File: src/rtl/div_unit_if.sv
// Request/response bundle between the execute stage and the multi-cycle divider.
// The master side is the pipeline; the slave side is div_unit.
interface div_unit_if #(
    parameter int WIDTH = 32
);
    logic             flush;
    logic             req_valid;
    logic             req_ready;
    logic [1:0]       op;
    logic [WIDTH-1:0] in1;
    logic [WIDTH-1:0] in2;
    logic             resp_valid;
    logic             resp_ready;
    logic [WIDTH-1:0] out;
    logic             busy;

    modport master (
        output flush, req_valid, op, in1, in2, resp_ready,
        input  req_ready, resp_valid, out, busy
    );

    modport slave (
        input  flush, req_valid, op, in1, in2, resp_ready,
        output req_ready, resp_valid, out, busy
    );
endinterface

File: src/rtl/div_unit.sv
// RV32M DIV/DIVU/REM/REMU unit: restoring radix-2, one quotient bit per cycle.
// Define DIV_EARLY_OUT_EN to answer divide-by-zero and signed overflow straight from accept.
module div_unit #(
    parameter int WIDTH = 32
) (
    input  logic       clk_i,
    input  logic       rst_ni,
    div_unit_if.slave  bus
);
    localparam int CNT_W = $clog2(WIDTH);
    localparam logic [WIDTH-1:0] MIN_NEG = {1'b1, {(WIDTH-1){1'b0}}};

    typedef enum logic [2:0] {
        S_IDLE,
        S_PREP,
        S_CALC,
        S_FIX,
        S_DONE
    } state_t;

    state_t             state_q, state_d;
    logic [1:0]         op_q, op_d;
    logic [WIDTH-1:0]   a_q, a_d;       // raw dividend, kept for the divide-by-zero remainder
    logic [WIDTH-1:0]   b_q, b_d;       // raw divisor at accept, magnitude from PREP on
    logic [WIDTH-1:0]   rem_q, rem_d;
    logic [WIDTH-1:0]   quo_q, quo_d;
    logic [CNT_W-1:0]   cnt_q, cnt_d;
    logic [WIDTH-1:0]   out_q, out_d;
    logic               a_neg_q, a_neg_d;
    logic               b_neg_q, b_neg_d;
    logic               div0_q, div0_d;
    logic               ovf_q, ovf_d;

    logic               in_signed;
    logic               in_div0;
    logic               in_ovf;
    logic [WIDTH:0]     shifted;
    logic [WIDTH:0]     diff;
    logic [WIDTH-1:0]   fix_res;

    function automatic logic [WIDTH-1:0] special_result(
        input logic             is_rem,
        input logic             div0,
        input logic [WIDTH-1:0] dividend
    );
        if (div0) begin
            return is_rem ? dividend : '1;
        end
        return is_rem ? '0 : MIN_NEG;
    endfunction

    always_comb begin
        state_d = state_q;
        op_d    = op_q;
        a_d     = a_q;
        b_d     = b_q;
        rem_d   = rem_q;
        quo_d   = quo_q;
        cnt_d   = cnt_q;
        out_d   = out_q;
        a_neg_d = a_neg_q;
        b_neg_d = b_neg_q;
        div0_d  = div0_q;
        ovf_d   = ovf_q;
        fix_res = '0;

        in_signed = ~bus.op[0];
        in_div0   = (bus.in2 == '0);
        in_ovf    = in_signed && (bus.in1 == MIN_NEG) && (bus.in2 == '1);

        // One-bit-wider partial remainder so the trial subtract keeps its borrow.
        shifted = {rem_q, quo_q[WIDTH-1]};
        diff    = shifted - {1'b0, b_q};

        case (state_q)
            S_IDLE: begin
                if (bus.req_valid && !bus.flush) begin
                    op_d    = bus.op;
                    a_d     = bus.in1;
                    b_d     = bus.in2;
                    a_neg_d = in_signed & bus.in1[WIDTH-1];
                    b_neg_d = in_signed & bus.in2[WIDTH-1];
                    div0_d  = in_div0;
                    ovf_d   = in_ovf;
                    state_d = S_PREP;
`ifdef DIV_EARLY_OUT_EN
                    if (in_div0 || in_ovf) begin
                        out_d   = special_result(bus.op[1], in_div0, bus.in1);
                        state_d = S_DONE;
                    end
`endif
                end
            end
            S_PREP: begin
                quo_d   = a_neg_q ? -a_q : a_q;
                b_d     = b_neg_q ? -b_q : b_q;
                rem_d   = '0;
                cnt_d   = CNT_W'(WIDTH - 1);
                state_d = S_CALC;
            end
            S_CALC: begin
                if (!diff[WIDTH]) begin
                    rem_d = diff[WIDTH-1:0];
                    quo_d = {quo_q[WIDTH-2:0], 1'b1};
                end else begin
                    rem_d = shifted[WIDTH-1:0];
                    quo_d = {quo_q[WIDTH-2:0], 1'b0};
                end
                cnt_d = cnt_q - 1'b1;
                if (cnt_q == '0) begin
                    state_d = S_FIX;
                end
            end
            S_FIX: begin
                if (op_q[1]) begin
                    fix_res = a_neg_q ? -rem_q : rem_q;
                end else begin
                    fix_res = (a_neg_q ^ b_neg_q) ? -quo_q : quo_q;
                end
                if (div0_q || ovf_q) begin
                    fix_res = special_result(op_q[1], div0_q, a_q);
                end
                out_d   = fix_res;
                state_d = S_DONE;
            end
            S_DONE: begin
                if (bus.resp_ready) begin
                    state_d = S_IDLE;
                end
            end
            default: state_d = S_IDLE;
        endcase

        // A kill from the pipeline beats accept and response hand-off alike.
        if (bus.flush) begin
            state_d = S_IDLE;
        end
    end

    always_ff @(posedge clk_i or negedge rst_ni) begin
        if (!rst_ni) begin
            state_q <= S_IDLE;
            op_q    <= '0;
            a_q     <= '0;
            b_q     <= '0;
            rem_q   <= '0;
            quo_q   <= '0;
            cnt_q   <= '0;
            out_q   <= '0;
            a_neg_q <= 1'b0;
            b_neg_q <= 1'b0;
            div0_q  <= 1'b0;
            ovf_q   <= 1'b0;
        end else begin
            state_q <= state_d;
            op_q    <= op_d;
            a_q     <= a_d;
            b_q     <= b_d;
            rem_q   <= rem_d;
            quo_q   <= quo_d;
            cnt_q   <= cnt_d;
            out_q   <= out_d;
            a_neg_q <= a_neg_d;
            b_neg_q <= b_neg_d;
            div0_q  <= div0_d;
            ovf_q   <= ovf_d;
        end
    end

    assign bus.req_ready  = (state_q == S_IDLE);
    assign bus.busy       = (state_q != S_IDLE);
    assign bus.resp_valid = (state_q == S_DONE);
    assign bus.out        = out_q;
endmodule
File: src/flat_wrapper.sv
// flat-port wrapper written by rule: the top's interface ports become plain ports
module div_unit_flat 
#(
    parameter int WIDTH = 32
)
  (clk_i, rst_ni, bus_flush, bus_req_valid, bus_op, bus_in1, bus_in2, bus_resp_ready, bus_req_ready, bus_resp_valid, bus_out, bus_busy);
  div_unit_if #(.WIDTH(WIDTH)) bus_i ();
  input  logic clk_i;
  input  logic rst_ni;
  input wire logic [$bits(bus_i.flush)-1:0] bus_flush;
  input wire logic [$bits(bus_i.req_valid)-1:0] bus_req_valid;
  input wire logic [$bits(bus_i.op)-1:0] bus_op;
  input wire logic [$bits(bus_i.in1)-1:0] bus_in1;
  input wire logic [$bits(bus_i.in2)-1:0] bus_in2;
  input wire logic [$bits(bus_i.resp_ready)-1:0] bus_resp_ready;
  output wire logic [$bits(bus_i.req_ready)-1:0] bus_req_ready;
  output wire logic [$bits(bus_i.resp_valid)-1:0] bus_resp_valid;
  output wire logic [$bits(bus_i.out)-1:0] bus_out;
  output wire logic [$bits(bus_i.busy)-1:0] bus_busy;
  assign bus_i.flush = bus_flush;
  assign bus_i.req_valid = bus_req_valid;
  assign bus_i.op = bus_op;
  assign bus_i.in1 = bus_in1;
  assign bus_i.in2 = bus_in2;
  assign bus_i.resp_ready = bus_resp_ready;
  assign bus_req_ready = bus_i.req_ready;
  assign bus_resp_valid = bus_i.resp_valid;
  assign bus_out = bus_i.out;
  assign bus_busy = bus_i.busy;
  div_unit #(.WIDTH(WIDTH)) u_core (.clk_i(clk_i), .rst_ni(rst_ni), .bus(bus_i));
endmodule
File: config.mk
export PLATFORM = sky130hd
export DESIGN_NAME = div_unit_flat
export DESIGN_NICKNAME = d
export VERILOG_FILES = /design/src/rtl/div_unit_if.sv /design/src/rtl/div_unit.sv /design/src/flat_wrapper.sv
export SDC_FILE = /design/constraint.sdc
export NUM_CORES = 1
export LEC_CHECK = 0
export CAP_MARGIN = 0
export CORE_AREA = 5 5 200 164
export CTS_BUF_LIST = sky130_fd_sc_hd__clkbuf_8
export CTS_CLUSTER_SIZE = 30
export DETAILED_ROUTE_END_ITERATION = 12
export DIE_AREA = 0 0 205 169
export PLACE_DENSITY = 0.63
export SLEW_MARGIN = 10
export SYNTH_ARGS = -nofsm -noshare
export SYNTH_HDL_FRONTEND = slang
export SYNTH_SLANG_ARGS = --single-unit
File: constraint.sdc
create_clock -name clk_i -period 4.3 [get_ports clk_i]
set_input_delay 0.86 -clock clk_i [delete_from_list [all_inputs] [get_ports clk_i]]
set_output_delay 0.86 -clock clk_i [all_outputs]
set_load 0.05 [all_outputs]
==> metrics.cfg, run 1 <==
[sta]
fmaxAchievable_mhz = 264
final.setup.tns_ns = 0
period_share_pct = 88.2
fin_crit_ns = 3.79
rsz0062_at_grt = no
slew_violations = 0
setup_viol = 0
fin_skew_ns = 0.0219
finalHoldViolations = 0
tightest_slew_ns = 1.27
relSlewSlack_pct = 15.4

[logic_synthesis]
async_flop_share_pct = 100
yosys.cell_types.count = 65
avgSynthCellArea_sq_um = 8.16
synthCells = 1476
synth_flop_cell = dfrtp_1
yosysWarnings = 0
synth_area_sq_um = 12000
ys_seq_area_share_pct = 36.0
synth_edf_count = 0
ys_ff_latch = 173
syn_nets = 1586

[critical_path]
crit_arrival_ns = 4.16
critPathLaunch = u_core.quo_q[31]
r2r_setup_slack_ns = 0.51
reg2reg_depth = 14
cp-end-kind = flop
crit_fanout = 34
worstSetupEndpoint = u_core.rem_q[31]
worstSetupPathType = flop to flop
r2r_start = u_core.quo_q[31]
reg2reg_to = u_core.rem_q[31]
startpoint_type = flop
required_ns = 4.67

[clock_network]
cts_buffer_depth = 2
tritoncts = done
cts_root_buf = clkbuf_8
hold_buffers = 0
postCtsSetupRepairBufs = 0
post_cts_resize_count = 0
cts.reportedPaths.clkPinSlew_ns = 0.10
numCtsBuffers = 17
cts_max_level = 4
worstSkewPairLatency_ns = 0.48
clock-sinks = 173

[final_layout]
drive_gt1_share_pct = 4.41
diodes = 0
nNetsFinal = 1640
stdcell_area_sq_um = 13900
syn_to_final_growth_pct = 15.5

[detailed_routing]
wl_mm = 41.1
avgRoutedWirePerCell_microns = 20.9
via_per_inst = 5.99
drtIter0Drc = 1294
vias = 11749
drtAntennaViolNets = 0
first_pass_iters = 6
drcViolationCount = 0

[global_routing]
grt_overflow = 0
grt_max_degree = 84
grt_pass1_wl_mm = 64.5
first_global_vias = 10909
antenna_found_initial = 0
track_usage_pct = 23.5

[placement]
dp_hpwl_mm = 30.9
placed_area_sq_um = 13500
gp_congestion = 0.981
io_buffers = 105

[pwr]
seq_power_share_pct = 36.1
internal_power_mw = 4.05
p_leak_nw = 5.88
p_comb_share_pct = 47.5
irDropWorstVdd_v = 0.000227
clkPwrFrac_pct = 16.4
p_per_area_nw_per_um2 = 546
switching_power_mw = 3.53
power.share.switching_pct = 46.6

[floorplan]
io_pins = 106
initial_core_util_pct = 39.2
die_area_sq_um = 34600
core_area_sq_um = 30700
row_count = 58
die_h_microns = 169
die-width_microns = 205

[run_status]
status = complete, no violations

[min_path]
holdCritPathClass = input port to asynchronous set/reset pin

[flow_run]
max-cap-violations = 0

[synthesized netlist by cell type, drive strengths merged (4+ instances only)]
library cell | n | area, sq um
nand2 | 257 | 967
dfrtp | 173 | 4330
o21ai | 168 | 841
a21oi | 86 | 430
clkbuf | 80 | 300
xnor2 | 67 | 587
nor2 | 66 | 255
xor2 | 56 | 490
inv | 50 | 188
a22oi | 39 | 293
ha | 38 | 475
nor3 | 32 | 160
mux2i | 28 | 280
or3 | 28 | 200
nand3 | 26 | 130
a21o | 23 | 173
nand4 | 23 | 144
nor4 | 22 | 138
o31ai | 18 | 135
or4 | 16 | 120
a31oi | 14 | 87.6
o41ai | 14 | 141
nand2b | 11 | 68.8
o211ai | 11 | 82.6
a32oi | 10 | 87.6
o22ai | 10 | 62.6
a221oi | 9 | 78.8
buf | 9 | 35.0
o21a | 8 | 60.1
o311ai | 8 | 70.1
a2bb2oi | 7 | 61.3
a211oi | 6 | 45.0
a222oi | 6 | 60.1
nor2b | 6 | 37.5
a21boi | 5 | 37.5
nor3b | 5 | 37.5
o221ai | 4 | 35.0
[power by group through the flow]
stage               combinational [mW]  sequential [mW]  clock (mW)
floorplan                         2.10             2.94           0
global placement                  3.51             2.73           0
detailed placement                3.55             2.74           0
CTS                               3.56             2.71        1.26
global route                      3.93             2.81        1.33
finish                            3.60             2.74        1.24
[metrics by stage]
stage / hold slack, ns / setup slack (ns) / instances / utilization (%) / total power [mW]
floorplan: 0.458 / 0.650 / 1476 / - / 5.04
global placement: 0.463 / 0.723 / 1931 / 43.9 / 6.24
detailed placement: 0.468 / 0.577 / 1931 / 43.9 / 6.29
CTS: 0.442 / 0.522 / 1963 / 45.3 / 7.52
global route: 0.477 / 0.287 / 1963 / 45.3 / 8.07
finish: 0.417 / 0.509 / 1963 / 45.3 / 7.58
[layout by cell type (no fill, tap or decap), types with 23 or more instances in the layout]
cell / instances
nand2_1: 256
dfrtp_1: 172
o21ai_0: 165
clkdlybuf4s50_1: 104
a21oi_1: 86
xnor2_1: 66
nor2_1: 64
xor2_1: 56
inv_1: 52
a22oi_1: 39
ha_1: 38
nor3_1: 31
mux2i_1: 28
nand3_1: 24
or3_1: 23
a21o_1: 23
nand4_1: 23
[cell type report]
class | instances | area (sq um)
Fill cell | 3025 | 16800
Inverter | 50 | 188
Multi-Input combinational cell | 1164 | 7220
Clock inverter | 14 | 166
Tap cell | 420 | 526
Timing Repair Buffer | 124 | 1220
Clock buffer | 18 | 248
Sequential cell | 173 | 4330
[cell families (layout without fill, tap and decap cells)]
| kind of cell | Yosys count | count (layout) | synth area share, % |
|---|---|---|---|
| AOI/OAI and AO/OA | 467 | 467 | 24.6 |
| xor gates and xnor gates | 123 | 123 | 8.95 |
| muxes | 28 | 28 | 2.33 |
| and+or+nand+nor | 507 | 507 | 19.7 |
| adders and majority gates | 39 | 39 | 4.11 |
| buffers and inverters | 139 | 206 | 4.34 |
| DFF | 173 | 173 | 36.0 |
[flip-flops by register name, summed over array words and instances, names as in the netlist]
| register | flops |
|---|---|
| u_core.a_q | 32 |
| u_core.b_q | 32 |
| u_core.bus.out | 32 |
| u_core.quo_q | 32 |
| u_core.rem_q | 32 |
| u_core.cnt_q | 5 |
| u_core.state_q | 3 |
| u_core.a_neg_q | 1 |
| u_core.b_neg_q | 1 |
| u_core.div0_q | 1 |
| u_core.op_q | 1 |
| u_core.ovf_q | 1 |
[worst max-delay path, stage by stage (launching register included)]
cell	delay, ns
dfrtp_1	0.40
inv_1	0.13
ha_1	0.21
fa_1	0.20
nand2b_1	0.16
a21oi_1	0.11
o41a_1	0.46
a21bo_2	0.26
a21o_1	0.18
a41o_1	0.26
a221oi_1	0.42
xnor2_2	0.18
buf_12	0.27
nand2_1	0.19
o21ai_0	0.26
[layer usage]
layer  routed length, microns  share of wire, %  vias up  track usage (%)
li1                         -                 -     5478                -
met1                    19900                48     5689             37.5
met2                    16400                40      547             31.6
met3                     4260                10       35             6.05
met4                      561               1.4        0             4.80
met5                        0                 0        -                0
[how the worst min path moves through the flow]
| stage | cells past startpoint | end | startpoint | slack (ns) |
|---|---|---|---|---|
| after global routing | 1 | u_core.b_q[23] | rst_ni | 0.48 |
| after global placement | 1 | u_core.bus.out[20] | u_core.bus.out[20] | 0.46 |
| after floorplan | 1 | u_core.cnt_q[3] | u_core.cnt_q[3] | 0.46 |
| final | 1 | u_core.b_q[23] | rst_ni | 0.42 |
| after CTS | 1 | u_core.b_q[23] | rst_ni | 0.44 |
| after detailed placement | 1 | u_core.bus.out[12] | u_core.bus.out[12] | 0.47 |
(Power assumes the default switching activity.)
==> run 2: changes to the inputs <==
--- a/config.mk
+++ b/config.mk
@@ -5,6 +5,7 @@
 export SDC_FILE = /design/constraint.sdc
 export NUM_CORES = 1
 export LEC_CHECK = 0
+export ABC_CLOCK_PERIOD_IN_PS = 4300
 export CAP_MARGIN = 0
 export CORE_AREA = 5 5 200 164
 export CTS_BUF_LIST = sky130_fd_sc_hd__clkbuf_8
==> results of run 2 <==
No change in the layout: final DEF, timing and power equal those of run 1.
